[src/rtl/decrypt_out_fifo_if.sv]
// Handshake bundle between the decryption mux, the output FIFO and the
// character consumer.
//   data_i/valid_i  : decrypted character from the mux (no backpressure)
//   data_o/valid_o  : head-of-FIFO character, ready_i is the consumer accept
//   count_o, full_o, empty_o, overflow_o, eom_o : FIFO status
// The slave modport is the FIFO side; master is the producer/consumer side.
interface decrypt_out_fifo_if #(
    parameter int D_WIDTH = 8,
    parameter int DEPTH   = 8
);
    localparam int CW = $clog2(DEPTH) + 1;

    logic [D_WIDTH-1:0] data_i;
    logic               valid_i;
    logic [D_WIDTH-1:0] data_o;
    logic               valid_o;
    logic               ready_i;
    logic [CW-1:0]      count_o;
    logic               full_o;
    logic               empty_o;
    logic               overflow_o;
    logic               eom_o;

    modport slave (
        input  data_i, valid_i, ready_i,
        output data_o, valid_o, count_o, full_o, empty_o, overflow_o, eom_o
    );

    modport master (
        output data_i, valid_i, ready_i,
        input  data_o, valid_o, count_o, full_o, empty_o, overflow_o, eom_o
    );
endinterface

[src/rtl/decrypt_out_fifo.sv]
// Output buffer behind the decryption-engine select mux. Every valid
// decrypted character is stored in a circular FIFO and offered to the
// consumer first-word-fall-through over ready/valid.
// Ports:
//   clk    : system clock, rising edge
//   rst_n  : asynchronous reset, active HIGH despite the name
//   bus    : decrypt_out_fifo_if.slave (data/valid in, data/valid/ready out,
//            count/full/empty, sticky overflow, end-of-message pulse)
module decrypt_out_fifo #(
    parameter int                 D_WIDTH   = 8,
    parameter int                 DEPTH     = 8,
    parameter logic [D_WIDTH-1:0] TERM_CHAR = '0
) (
    input  logic                  clk,
    input  logic                  rst_n,
    decrypt_out_fifo_if.slave     bus
);
    localparam int             AW       = $clog2(DEPTH);
    localparam logic [AW:0]    FULL_CNT = (AW+1)'(DEPTH);

    logic [D_WIDTH-1:0] mem_q [DEPTH];
    logic [AW-1:0]      wr_ptr_q, wr_ptr_d;
    logic [AW-1:0]      rd_ptr_q, rd_ptr_d;
    logic [AW:0]        count_q, count_d;
    logic               full_q, full_d;
    logic               empty_q, empty_d;
    logic               overflow_q, overflow_d;
    logic               eom_q, eom_d;
    logic               push, pop, drop;
    logic [D_WIDTH-1:0] head;

    // Head reads as zero while empty so data_o never shows stale memory.
    assign head = empty_q ? '0 : mem_q[rd_ptr_q];

    assign pop  = !empty_q && bus.ready_i;
    // A full FIFO still accepts a character when the head leaves the same cycle.
    assign push = bus.valid_i && (!full_q || pop);
    assign drop = bus.valid_i && full_q && !pop;

    always_comb begin
        wr_ptr_d   = wr_ptr_q;
        rd_ptr_d   = rd_ptr_q;
        count_d    = count_q;
        overflow_d = overflow_q | drop;
        eom_d      = pop && (head == TERM_CHAR);

        if (push) wr_ptr_d = wr_ptr_q + 1'b1;
        if (pop)  rd_ptr_d = rd_ptr_q + 1'b1;

        case ({push, pop})
            2'b10:   count_d = count_q + 1'b1;
            2'b01:   count_d = count_q - 1'b1;
            default: count_d = count_q;
        endcase

        full_d  = (count_d == FULL_CNT);
        empty_d = (count_d == '0);
    end

    always_ff @(posedge clk or posedge rst_n) begin
        if (rst_n) begin
            wr_ptr_q   <= '0;
            rd_ptr_q   <= '0;
            count_q    <= '0;
            full_q     <= 1'b0;
            empty_q    <= 1'b1;
            overflow_q <= 1'b0;
            eom_q      <= 1'b0;
        end else begin
            wr_ptr_q   <= wr_ptr_d;
            rd_ptr_q   <= rd_ptr_d;
            count_q    <= count_d;
            full_q     <= full_d;
            empty_q    <= empty_d;
            overflow_q <= overflow_d;
            eom_q      <= eom_d;
        end
    end

    // Storage is deliberately not reset; the pointers define what is valid.
    always_ff @(posedge clk) begin
        if (push) mem_q[wr_ptr_q] <= bus.data_i;
    end

    assign bus.data_o     = head;
    assign bus.valid_o    = !empty_q;
    assign bus.count_o    = count_q;
    assign bus.full_o     = full_q;
    assign bus.empty_o    = empty_q;
    assign bus.overflow_o = overflow_q;
    assign bus.eom_o      = eom_q;
endmodule

[src/flat_wrapper.sv]
// flat-port wrapper written by rule: the top's interface ports become plain ports
module decrypt_out_fifo_flat 
#(
    parameter int                 D_WIDTH   = 8,
    parameter int                 DEPTH     = 8,
    parameter logic [D_WIDTH-1:0] TERM_CHAR = '0
)
  (clk, rst_n, bus_data_i, bus_valid_i, bus_ready_i, bus_data_o, bus_valid_o, bus_count_o, bus_full_o, bus_empty_o, bus_overflow_o, bus_eom_o);
  decrypt_out_fifo_if #(.D_WIDTH(D_WIDTH), .DEPTH(DEPTH)) bus_i ();
  input  logic clk;
  input  logic rst_n;
  input wire logic [$bits(bus_i.data_i)-1:0] bus_data_i;
  input wire logic [$bits(bus_i.valid_i)-1:0] bus_valid_i;
  input wire logic [$bits(bus_i.ready_i)-1:0] bus_ready_i;
  output wire logic [$bits(bus_i.data_o)-1:0] bus_data_o;
  output wire logic [$bits(bus_i.valid_o)-1:0] bus_valid_o;
  output wire logic [$bits(bus_i.count_o)-1:0] bus_count_o;
  output wire logic [$bits(bus_i.full_o)-1:0] bus_full_o;
  output wire logic [$bits(bus_i.empty_o)-1:0] bus_empty_o;
  output wire logic [$bits(bus_i.overflow_o)-1:0] bus_overflow_o;
  output wire logic [$bits(bus_i.eom_o)-1:0] bus_eom_o;
  assign bus_i.data_i = bus_data_i;
  assign bus_i.valid_i = bus_valid_i;
  assign bus_i.ready_i = bus_ready_i;
  assign bus_data_o = bus_i.data_o;
  assign bus_valid_o = bus_i.valid_o;
  assign bus_count_o = bus_i.count_o;
  assign bus_full_o = bus_i.full_o;
  assign bus_empty_o = bus_i.empty_o;
  assign bus_overflow_o = bus_i.overflow_o;
  assign bus_eom_o = bus_i.eom_o;
  decrypt_out_fifo #(.D_WIDTH(D_WIDTH), .DEPTH(DEPTH), .TERM_CHAR(TERM_CHAR)) u_core (.clk(clk), .rst_n(rst_n), .bus(bus_i));
endmodule
[config.mk]
export PLATFORM = sky130hd
export DESIGN_NAME = decrypt_out_fifo_flat
export DESIGN_NICKNAME = d
export VERILOG_FILES = /design/src/rtl/decrypt_out_fifo_if.sv /design/src/rtl/decrypt_out_fifo.sv /design/src/flat_wrapper.sv
export SDC_FILE = /design/constraint.sdc
export NUM_CORES = 1
export LEC_CHECK = 0
export CORE_AREA = 4 4 85 87
export DETAILED_ROUTE_END_ITERATION = 8
export DIE_AREA = 0 0 89 91
export GPL_TIMING_DRIVEN = 0
export PLACE_DENSITY = 0.7
export SYNTH_ARGS = -nofsm -noshare
export SYNTH_HDL_FRONTEND = slang
export SYNTH_SLANG_ARGS = --single-unit
[constraint.sdc]
create_clock -name clk -period 2.8 [get_ports clk]
set_input_delay 0.56 -clock clk [delete_from_list [all_inputs] [get_ports clk]]
set_output_delay 0.56 -clock clk [all_outputs]
set_load 0.005 [all_outputs]
# [Yosys cells after proc, flatten, opt, wreduce, memory -nomap -nowiden]
# Memories as Yosys holds them, arrays and structs flattened.
# Cells that the tools add are included.
[totals] ff_bits=14 ramBits=64 inputBits=12 elab_cells=31 mem_count=1
[classes] n_addsub=4 n_eq_ne=3 n_mux=4 bitwise_logic=1 n_reduce_logical=11
[mem_list] name="u_core.mem_q" depth=8 word_bits=8 rd=1 rd_clocked_by_memory_dff=0 write_ports=1 line_no="decrypt_out_fifo.sv:21" text="logic [D_WIDTH-1:0] mem_q [DEPTH];"
[op_table] op="$logic_not A8 Y1" n=1
[op_table] op="$mux W8" n=1
[op_table] op="$pmux W4 S2" n=1
[op_table] op="$add A3 B1 Y3 const B" n=2
[op_table] op="$logic_and A1 B1 Y1" n=5
[op_table] op="$add A4 B1 Y4 const B" n=1
[op_table] op="$eq A4 B4 Y1 const B" n=1
[op_table] op="$logic_not A4 Y1" n=1
[op_table] op="$sub A4 B1 Y4 const B" n=1
[op_table] op="$logic_not A1 Y1" n=3
[op_table] op="$eq A2 B1 Y1 const B" n=1
[op_table] op="$eq A2 B2 Y1 const B" n=1
[op_table] op="$mux W1" n=2
[op_table] op="$logic_or A1 B1 Y1" n=1
[op_table] op="$or A1 B1 Y1" n=1

# [Longest topological paths before layout]
# Gate-level depths: netlist of run 1.
[depth] ltp_word=7 mapped_depth=13 ltp_nobuf=12

# [Least setup slack after synthesis of run 1]
# No wires, ideal clock.
[synth_timing] path_kind="reg-to-reg" startpoint="register u_core.empty_q, in the netlist u_core.bus.empty_o" endpoint="register u_core.empty_q, in the netlist u_core.bus.empty_o" setup_time_ns=0.101 t_arrival_ns=2.602 required_ns=2.699 setup_slack_ns=0.098 path_stages_with_launch=14 n_path_buf=1 synth_period_minus_slack_ns=2.702 cell_sequence="dfstp_2 > clkbuf_1 > nand2b_1 > nand2_1 > and2_1 > inv_1 > ha_1 > xor2_1 > ha_1 > a21oi_1 > xor2_1 > nor2_1 > xor2_1 > nor4b_1"
[synth_between] elab_chain_len=7 word_cells_on_any_way=8
[synth_lines] item="start, declared" line_no="decrypt_out_fifo.sv:26" text="logic empty_q, empty_d;"
[synth_lines] item="start signal, assigned" line_no="decrypt_out_fifo.sv:74" text="empty_q <= empty_d;"
[synth_lines] item="$logic_not A1 Y1 (*)" line_no="decrypt_out_fifo.sv:35" text="assign pop = !empty_q && bus.ready_i;"
[synth_lines] item="$logic_and A1 B1 Y1 (*)" line_no="decrypt_out_fifo.sv:35"
[synth_lines] item="$logic_or A1 B1 Y1" line_no="decrypt_out_fifo.sv:37" text="assign push = bus.valid_i && (!full_q || pop);"
[synth_lines] item="$logic_and A1 B1 Y1" line_no="decrypt_out_fifo.sv:37"
[synth_lines] item="$eq A2 B1 Y1 or $eq A2 B2 Y1 (tied branches)" line_no="decrypt_out_fifo.sv:50" text="case ({push, pop})"
[synth_lines] item="$pmux W4 S2 (*)" line_no="decrypt_out_fifo.sv:50"
[synth_lines] item="named net u_core.count_d[2]" line_no="decrypt_out_fifo.sv:24" text="logic [AW:0] count_q, count_d;"
[synth_lines] item="$logic_not A4 Y1 (*)" line_no="decrypt_out_fifo.sv:57" text="empty_d = (count_d == '0);"
[synth_lines] item="named net u_core.empty_d" line_no="decrypt_out_fifo.sv:26"
# Mark *: on every way through the listed nets, which the timed path passes. The rest lies on a longest branch.
# A chain may end at the register's enable or synchronous reset.

# [Worst setup path after layout of run 1]
[layout_timing] startpoint="input bus_ready_i" endpoint="register u_core.full_q, in the netlist u_core.bus.full_o"
[layout_between] elab_chain_len=6 word_cells_on_any_way=7
[layout_lines] item="start, declared" line_no="flat_wrapper.sv:14" text="input wire logic [$bits(bus_i.ready_i)-1:0] bus_ready_i;"
[layout_lines] item="$logic_and A1 B1 Y1 (*)" line_no="decrypt_out_fifo.sv:35"
[layout_lines] item="$logic_or A1 B1 Y1" line_no="decrypt_out_fifo.sv:37"
[layout_lines] item="$logic_and A1 B1 Y1" line_no="decrypt_out_fifo.sv:37"
[layout_lines] item="$eq A2 B1 Y1 or $eq A2 B2 Y1 (tied branches)" line_no="decrypt_out_fifo.sv:50"
[layout_lines] item="$pmux W4 S2 (*)" line_no="decrypt_out_fifo.sv:50"
[layout_lines] item="named net u_core.count_d[2]" line_no="decrypt_out_fifo.sv:24"
[layout_lines] item="$eq A4 B4 Y1 (*)" line_no="decrypt_out_fifo.sv:56" text="full_d = (count_d == FULL_CNT);"
[layout_lines] item="named net u_core.full_d" line_no="decrypt_out_fifo.sv:25" text="logic full_q, full_d;"
[layout_lines] item="end signal, assigned" line_no="decrypt_out_fifo.sv:73" text="full_q <= full_d;"
[layout_lines] item="end, declared" line_no="decrypt_out_fifo.sv:25"
# Marked as above.

==> run summary, run 1 <==
ANT cells - 0
Tmin final - 2720 ps
Setup Viol. Count Final - 0
Post-synth ARST share - 17.9%
Area of the die - 8100 um2
CP peak stage delay - 470 ps
Vias after detailed routing - 1776
Synth Register Bits - 78
Initial Util - 50.8%
Total grt overflow - 0
CTS root buffer - clkbuf_8
Clock Sinks - 78
Area grow syn2layout - 21.6%
Final wirelength - 6090 um
Initial antenna violation count - 0
Core area - 6350 um2
Power share of the sequential group - 38.4%
Cell accounting for the most synthesized area - edfxtp_1
Final core utilization - 61.8%
Syn Inst Count - 195
Max-cap violations - 0
Main flop type after synthesis - edfxtp_1
Peak supply drop - 0.647 mV
Period utilization - 97.0%
H-tree Lvls - 3
Post-DP HPWL - 3870 um
Vias/cell - 5.52
Outcome - finished clean
Final instance area - 3930 um2
Top cells by area, synth - edfxtp_1, dfrtp_1, mux4_2
YS warnings - 0
GRT Total Usage - 16.2%
Core Rows - 29
Ports - 29
Switch share - 32.4%
Switching Power - 0.00139 W
Clock network fraction of design power - 18.9%
Crit path DAT - 2960 ps
Pleak - 1.40 nW
Hold-fix buffers at CTS - 0
DRC violations left - 0
Most frequent cells after synthesis - edfxtp_1, nor2_1, nand2_1
Max Freq - 368 MHz
Wire per inst - 18.9 um
Die Ht - 91 um
RePlAce Congestion - 0.736
CTS clk-pin slew, worst paths - 70 ps
Int Pwr - 0.00289 W
CTS Buffer Depth - 2
CP max-delay cell - clkdlybuf4s50_1
Pwr Total - 0.00427 W
Synthesized cell area - 3230 um2
Setup Skew - 6.32 ps
Largest net degree at the start of global routing - 15
Syn nets - 212
Clock Latency Late Sink - 340 ps
CP Class - in -> reg
Post-DRT Antenna Nets - 0
Flop2flop setup slack - 230 ps
Hold Violations, Final - 0
Crit path capture type - flop
Crit-path max FO - 5
Cells along the critical path - clkdlybuf4s50_1, nand2b_2, nand2_1, and2_4, inv_1, ha_4, xor2_1, ha_1, a21oi_1, xor2_1, nor2_1, xor2_1, nor4_2
Cts bufs inserted - 9
Vias in the first global route - 1744
PwrDens - 1090 nW/um2
Synth top area share - 59.5%
First-pass GRT wire length - 9260 um
Most common cell in the synthesized netlist - edfxtp_1
Dpl cell area - 3600 um2
Tightest Hold Check Type - reg -> reg
Comb pwr share - 42.6%
Slew @ Worst Pin - 1370 ps
Initial drt markers - 138
Chip width - 89 um
CTS tree - done
Worst r2r src - u_core.bus.empty_o$_DFF_PP1_
Req. time, crit path - 3040 ps
Syn Area/Cell - 16.6 um2
DR pass1 iterations - 4
Hold wc startpoint - u_core.bus.overflow_o$_DFF_PP0_
Crit. Startpoint - bus_ready_i
Cell variety after synth - 35
Max-slew violation count - 0
CP Launch Type - input pin
Worst relative slew slack - 7.74%
Post-synthesis sequential area ratio - 70.4%
Layout cells sized above 1 - 21.2%
NumNets Final - 257
Post-synth EDFFs - 64
I/O Buffers - 28
Top cell by count, worst path - xor2_1
-- per-layer routing --
layer | global-route usage [%] | vias up | part of all wire [%]
met4 | 7.44 | 0 | 1.1
met5 | 0 | - | 0
met3 | 4.34 | 4 | 6.1
li1 | - | 830 | -
met1 | 21.5 | 893 | 42
met2 | 24.9 | 49 | 51
-- layout make-up --
class	count	area (um2)
tap	77	96.3
inverter	5	18.8
clock inverter	6	62.6
multi-input combinational	105	941
timing repair buffer	35	334
sequential	78	2270
fill	471	2420
buffer	6	72.6
clock buffer	10	128
-- placed cells by master (no fill, tap or decap), drive strengths merged, types with 2 or more instances in the layout --
| master | synthesis | layout |
|---|---|---|
| mux2i | 11 | 11 |
| mux2 | 3 | 3 |
| clkinv | 0 | 4 |
| inv | 5 | 5 |
| a21oi | 4 | 4 |
| clkdlybuf4s50 | 0 | 26 |
| edfxtp | 64 | 64 |
| xor2 | 4 | 4 |
| nor3 | 4 | 4 |
| clkbuf | 1 | 10 |
| o211ai | 2 | 2 |
| nand2 | 14 | 14 |
| ha | 5 | 5 |
| xnor2 | 4 | 4 |
| nand2b | 8 | 8 |
| buf | 6 | 13 |
| nand3 | 2 | 2 |
| mux4 | 12 | 12 |
| nor2 | 17 | 17 |
| dfrtp | 13 | 13 |
-- logic make-up after synthesis --
logic type	synth area share [%]
flops	70.4
simple gates	7.83
mux	12.8
compound gates	2.98
buf+inv	1.82
xor+xnor	2.17
fa+ha+maj	1.94
-- worst paths after layout --
kind | to | cells past startpoint
worst max register to register | u_core.bus.full_o$_DFF_PP0_ | 12
max in group asynchronous | u_core.bus.empty_o$_DFF_PP1_ | 2
worst max-delay path | u_core.bus.full_o$_DFF_PP0_ | 13
min in group asynchronous | u_core.rd_ptr_q[2]$_DFFE_PP0P_ | 2
worst min register to register | u_core.bus.overflow_o$_DFF_PP0_ | 1
worst min-delay path | u_core.bus.overflow_o$_DFF_PP0_ | 1
-- critical path: cells and delay by family --
kind,cells,cell delay [ps]
AND/OR/NAND/NOR,5,740
buffers and inverters,2,590
XOR/XNOR,3,520
adder cells (fa/ha/maj),2,400
AO/OA/AOI/OAI,1,150
-- registers in the layout (all words and copies together) (netlist names) --
register	cells
u_core.rd_ptr_q	3
u_core.bus.eom_o	1
u_core.bus.overflow_o	1
u_core.mem_q	64
u_core.wr_ptr_q	3
u_core.bus.count_o	4
u_core.bus.full_o	1
u_core.bus.empty_o	1
-- stage by stage --
step	cells	hold WS [ps]	setup slack (ps)	setup TNS, ps
global placement	300	451	-532	-6730
global route	322	501	-18.8	-18.8
CTS	318	470	8.84	0
finish	322	465	83.7	0
detailed placement	300	453	-569	-8710
floorplan	195	449	97.6	0
-- power by group through the flow --
| stage | logic, W | registers, W | clock network (W) |
|---|---|---|---|
| global placement | 0.00164 | 0.00165 | 0 |
| global route | 0.00199 | 0.00167 | 0.000879 |
| floorplan | 0.00101 | 0.00164 | 0 |
| finish | 0.00182 | 0.00164 | 0.000809 |
| CTS | 0.00176 | 0.00163 | 0.000821 |
| detailed placement | 0.00165 | 0.00166 | 0 |
-- repair_timing --
item,in CTS,in global routing
pin swaps,0,2
setup buffers,3,4
gates resized for setup,12,9
setup endpoints to repair,29,8
Note: power is estimated with default switching activity, not from simulation.
==> inputs of run 2 (changes only) <==
Settings changed: CAP_MARGIN set to 5.
==> run 2 against run 1 <==
- cell area rose by 1.3%
- non-clock buffer count grew 3
- critical path type is now reg -> out
- combinational power up 3%
- highest routed layer unchanged
- first-iteration DRC count fell by 14%
- setup slack better by 1.8 ps
- count of clock-buffer cells in the layout is the same
- core utilization increased by 0.83 points
- critical path depth is 8 lower
- clock skew barely moved
- worst hold slack improved by 1.7 ps
- sequential power barely moved
==> run summary, run 2 (synthesized netlist as in run 1, its figures left out) <==
Outcome - finished clean
Power share of the sequential group - 37.3% (-1.1 points)
Clock Latency Late Sink - 350 ps (about the same)
Hold-fix buffers at CTS - 0 (unchanged)
Multi-input gate area - 945 um2 (+0.40%)
Post-DRT Antenna Nets - 0 (unchanged)
Die Ht - 91 um (unchanged)
CTS tree - done
H-tree Lvls - 3 (unchanged)
Slew @ Worst Pin - 954 ps (-419 ps)
Final core utilization - 62.7% (+0.83 points)
Peak supply drop - 0.701 mV (+8.4%)
Clock network fraction of design power - 20.3% (+1.4 points)
First-pass GRT wire length - 9460 um (+2.2%)
CTS root buffer - clkbuf_8
Switching Power - 0.00139 W (+0.53%)
Worst relative slew slack - 36.1% (+28 points)
Crit. Startpoint - u_core.rd_ptr_q[1]$_DFFE_PP0P_
Fill count - 464 (-1.5%)
Wire per inst - 19.0 um (+0.26%)
Vias/cell - 5.54 (+0.36%)
WHS Path Cells - 1 (unchanged)
RePlAce Congestion - 0.736 (unchanged)
Most frequent cells in the layout - edfxtp_1, clkdlybuf4s50_1, nor2_1
Worst R2R Path Depth - 12 (unchanged)
Worst r2r src - u_core.bus.empty_o$_DFF_PP1_
Worst R2R End - u_core.bus.full_o$_DFF_PP0_
Crit path DAT - 2150 ps (-810 ps)
Initial drt markers - 118 (-14%)
Area grow syn2layout - 23.3%
Clock Sinks - 78 (unchanged)
Req. time, crit path - 2240 ps (-800 ps)
Tightest Hold Check Type - reg -> reg
ANT cells - 0 (unchanged)
Max-cap violations - 0 (unchanged)
I/O Buffers - 28 (unchanged)
Hold Violations, Final - 0 (unchanged)
Area of the die - 8100 um2 (unchanged)
Crit-path max FO - 9 (+4)
Setup Skew - 6.16 ps (-0.153 ps)
Total grt overflow - 0 (unchanged)
Post-DP HPWL - 3940 um (+1.6%)
Comb pwr share - 42.4% (-0.2 points)
Pwr Total - 0.00440 W (+2.9%)
Largest net degree at the start of global routing - 15 (unchanged)
Max reg flops - 64 (unchanged)
Initial antenna violation count - 0 (unchanged)
CTS Buffer Depth - 2 (unchanged)
Ports - 29 (unchanged)
Tmin final - 2710 ps (-1.83 ps)
Chip width - 89 um (unchanged)
CP Launch Type - flop
Pleak - 1.42 nW (+1.4%)
CTS clk-pin slew, worst paths - 70 ps (about the same)
Flop2flop setup slack - 380 ps (+150 ps)
Hold path endpoint - u_core.bus.overflow_o$_DFF_PP0_
Setup Viol. Count Final - 0 (unchanged)
Int Pwr - 0.00301 W (+4.1%)
Hold slack - 466 ps (+1.68 ps)
Final wirelength - 6160 um (+1.2%)
Hold wc startpoint - u_core.bus.overflow_o$_DFF_PP0_
GRT Total Usage - 16.6% (+0.34 points)
NumNets Final - 260 (+1.2%)
Switch share - 31.6% (-0.76 points)
Most common cell after layout, fill and taps aside - edfxtp_1
Max-slew violation count - 0 (unchanged)
Cell Count, Final, Fillers Out - 325 (+0.93%)
Vias in the first global route - 1799 (+3.2%)
Core Rows - 29 (unchanged)
Period utilization - 96.9% (about the same)
Placed cell count - 302 (+0.67%)
CP Class - reg -> out
Initial Util - 50.8% (unchanged)
Cts bufs inserted - 9 (unchanged)
DR pass1 iterations - 4 (unchanged)
FF/Latch Area - 2270 um2 (unchanged)
DRC violations left - 0 (unchanged)
PwrDens - 1110 nW/um2 (+1.6%)
Max Freq - 368 MHz (about the same)
Reg with most FFs - u_core.mem_q
Core area - 6350 um2 (unchanged)
Layout cells sized above 1 - 23.0% (+1.8 points)
Vias after detailed routing - 1799 (+1.3%)
Crit path capture type - output pin
## run 2: worst max-delay path, cell delays in order (launching register included)
cell             delay [ps]
dfrtp_1                 390
buf_6                   170
mux4_2                  520
mux2i_2                 200
nor2_1                   70
clkdlybuf4s50_1         440
## run 2: area by class of cell
| cell class | count | share of cell area [%] |
|---|---|---|
| buffer | 6 | 1.60 |
| clock inverter | 6 | 2.17 |
| inverter | 5 | 0.566 |
| clock buffer | 10 | 3.21 |
| sequential | 78 | 57.1 |
| tap | 77 | 2.42 |
| multi-input combinational | 105 | 23.7 |
| timing repair buffer | 38 | 9.15 |
## run 2: timing repair
action / in CTS / in global routing
buffers inserted: 3 / 5
pin swaps: 0 / 4
resized for setup: 12 / 9
endpoints found under the setup margin: 13 / 8
## run 2: through the flow
stage	cell area, um2	TNS, ps	setup WS, ps
2_1_floorplan	3230	0	97.6
3_3_place_gp	3600	-6730	-532
3_5_place_dp	3620	-3110	-575
4_1_cts	3890	0	10.5
5_1_grt	3980	-9.90	-9.18
6_report	3980	0	85.6
## run 2: per-layer routing
metal	vias up	GRT usage [%]	share of wire, %
li1	836	-	-
met1	907	21.2	43
met2	45	25.7	50
met3	11	4.52	4.5
met4	0	8.56	2.3
met5	-	0	0
## run 2: power by group through the flow
stage / clock network (W) / registers [W] / logic, W
3_5_place_dp: 0 / 0.00166 / 0.00166
2_1_floorplan: 0 / 0.00164 / 0.00101
4_1_cts: 0.000911 / 0.00163 / 0.00177
5_1_grt: 0.000970 / 0.00166 / 0.00204
6_report: 0.000892 / 0.00164 / 0.00187
3_3_place_gp: 0 / 0.00165 / 0.00164
## run 2: worst max-delay path by stage
stage                                              end  slack [ps]  cells after the start
after floorplan           u_core.bus.empty_o$_DFF_PP1_         100                     13
after global placement    u_core.bus.empty_o$_DFF_PP1_        -530                     13
after detailed placement  u_core.bus.empty_o$_DFF_PP1_        -580                     13
after CTS                  u_core.bus.full_o$_DFF_PP0_          10                     13
after global routing       u_core.bus.full_o$_DFF_PP0_          -9                     13
final                                    bus_data_o[1]          90                      5
==> inputs of run 3 (changes only) <==
Settings changed: CTS_CLUSTER_SIZE set to 8.
==> results of run 3 <==
No change in the layout: final DEF, timing and power equal those of run 2.
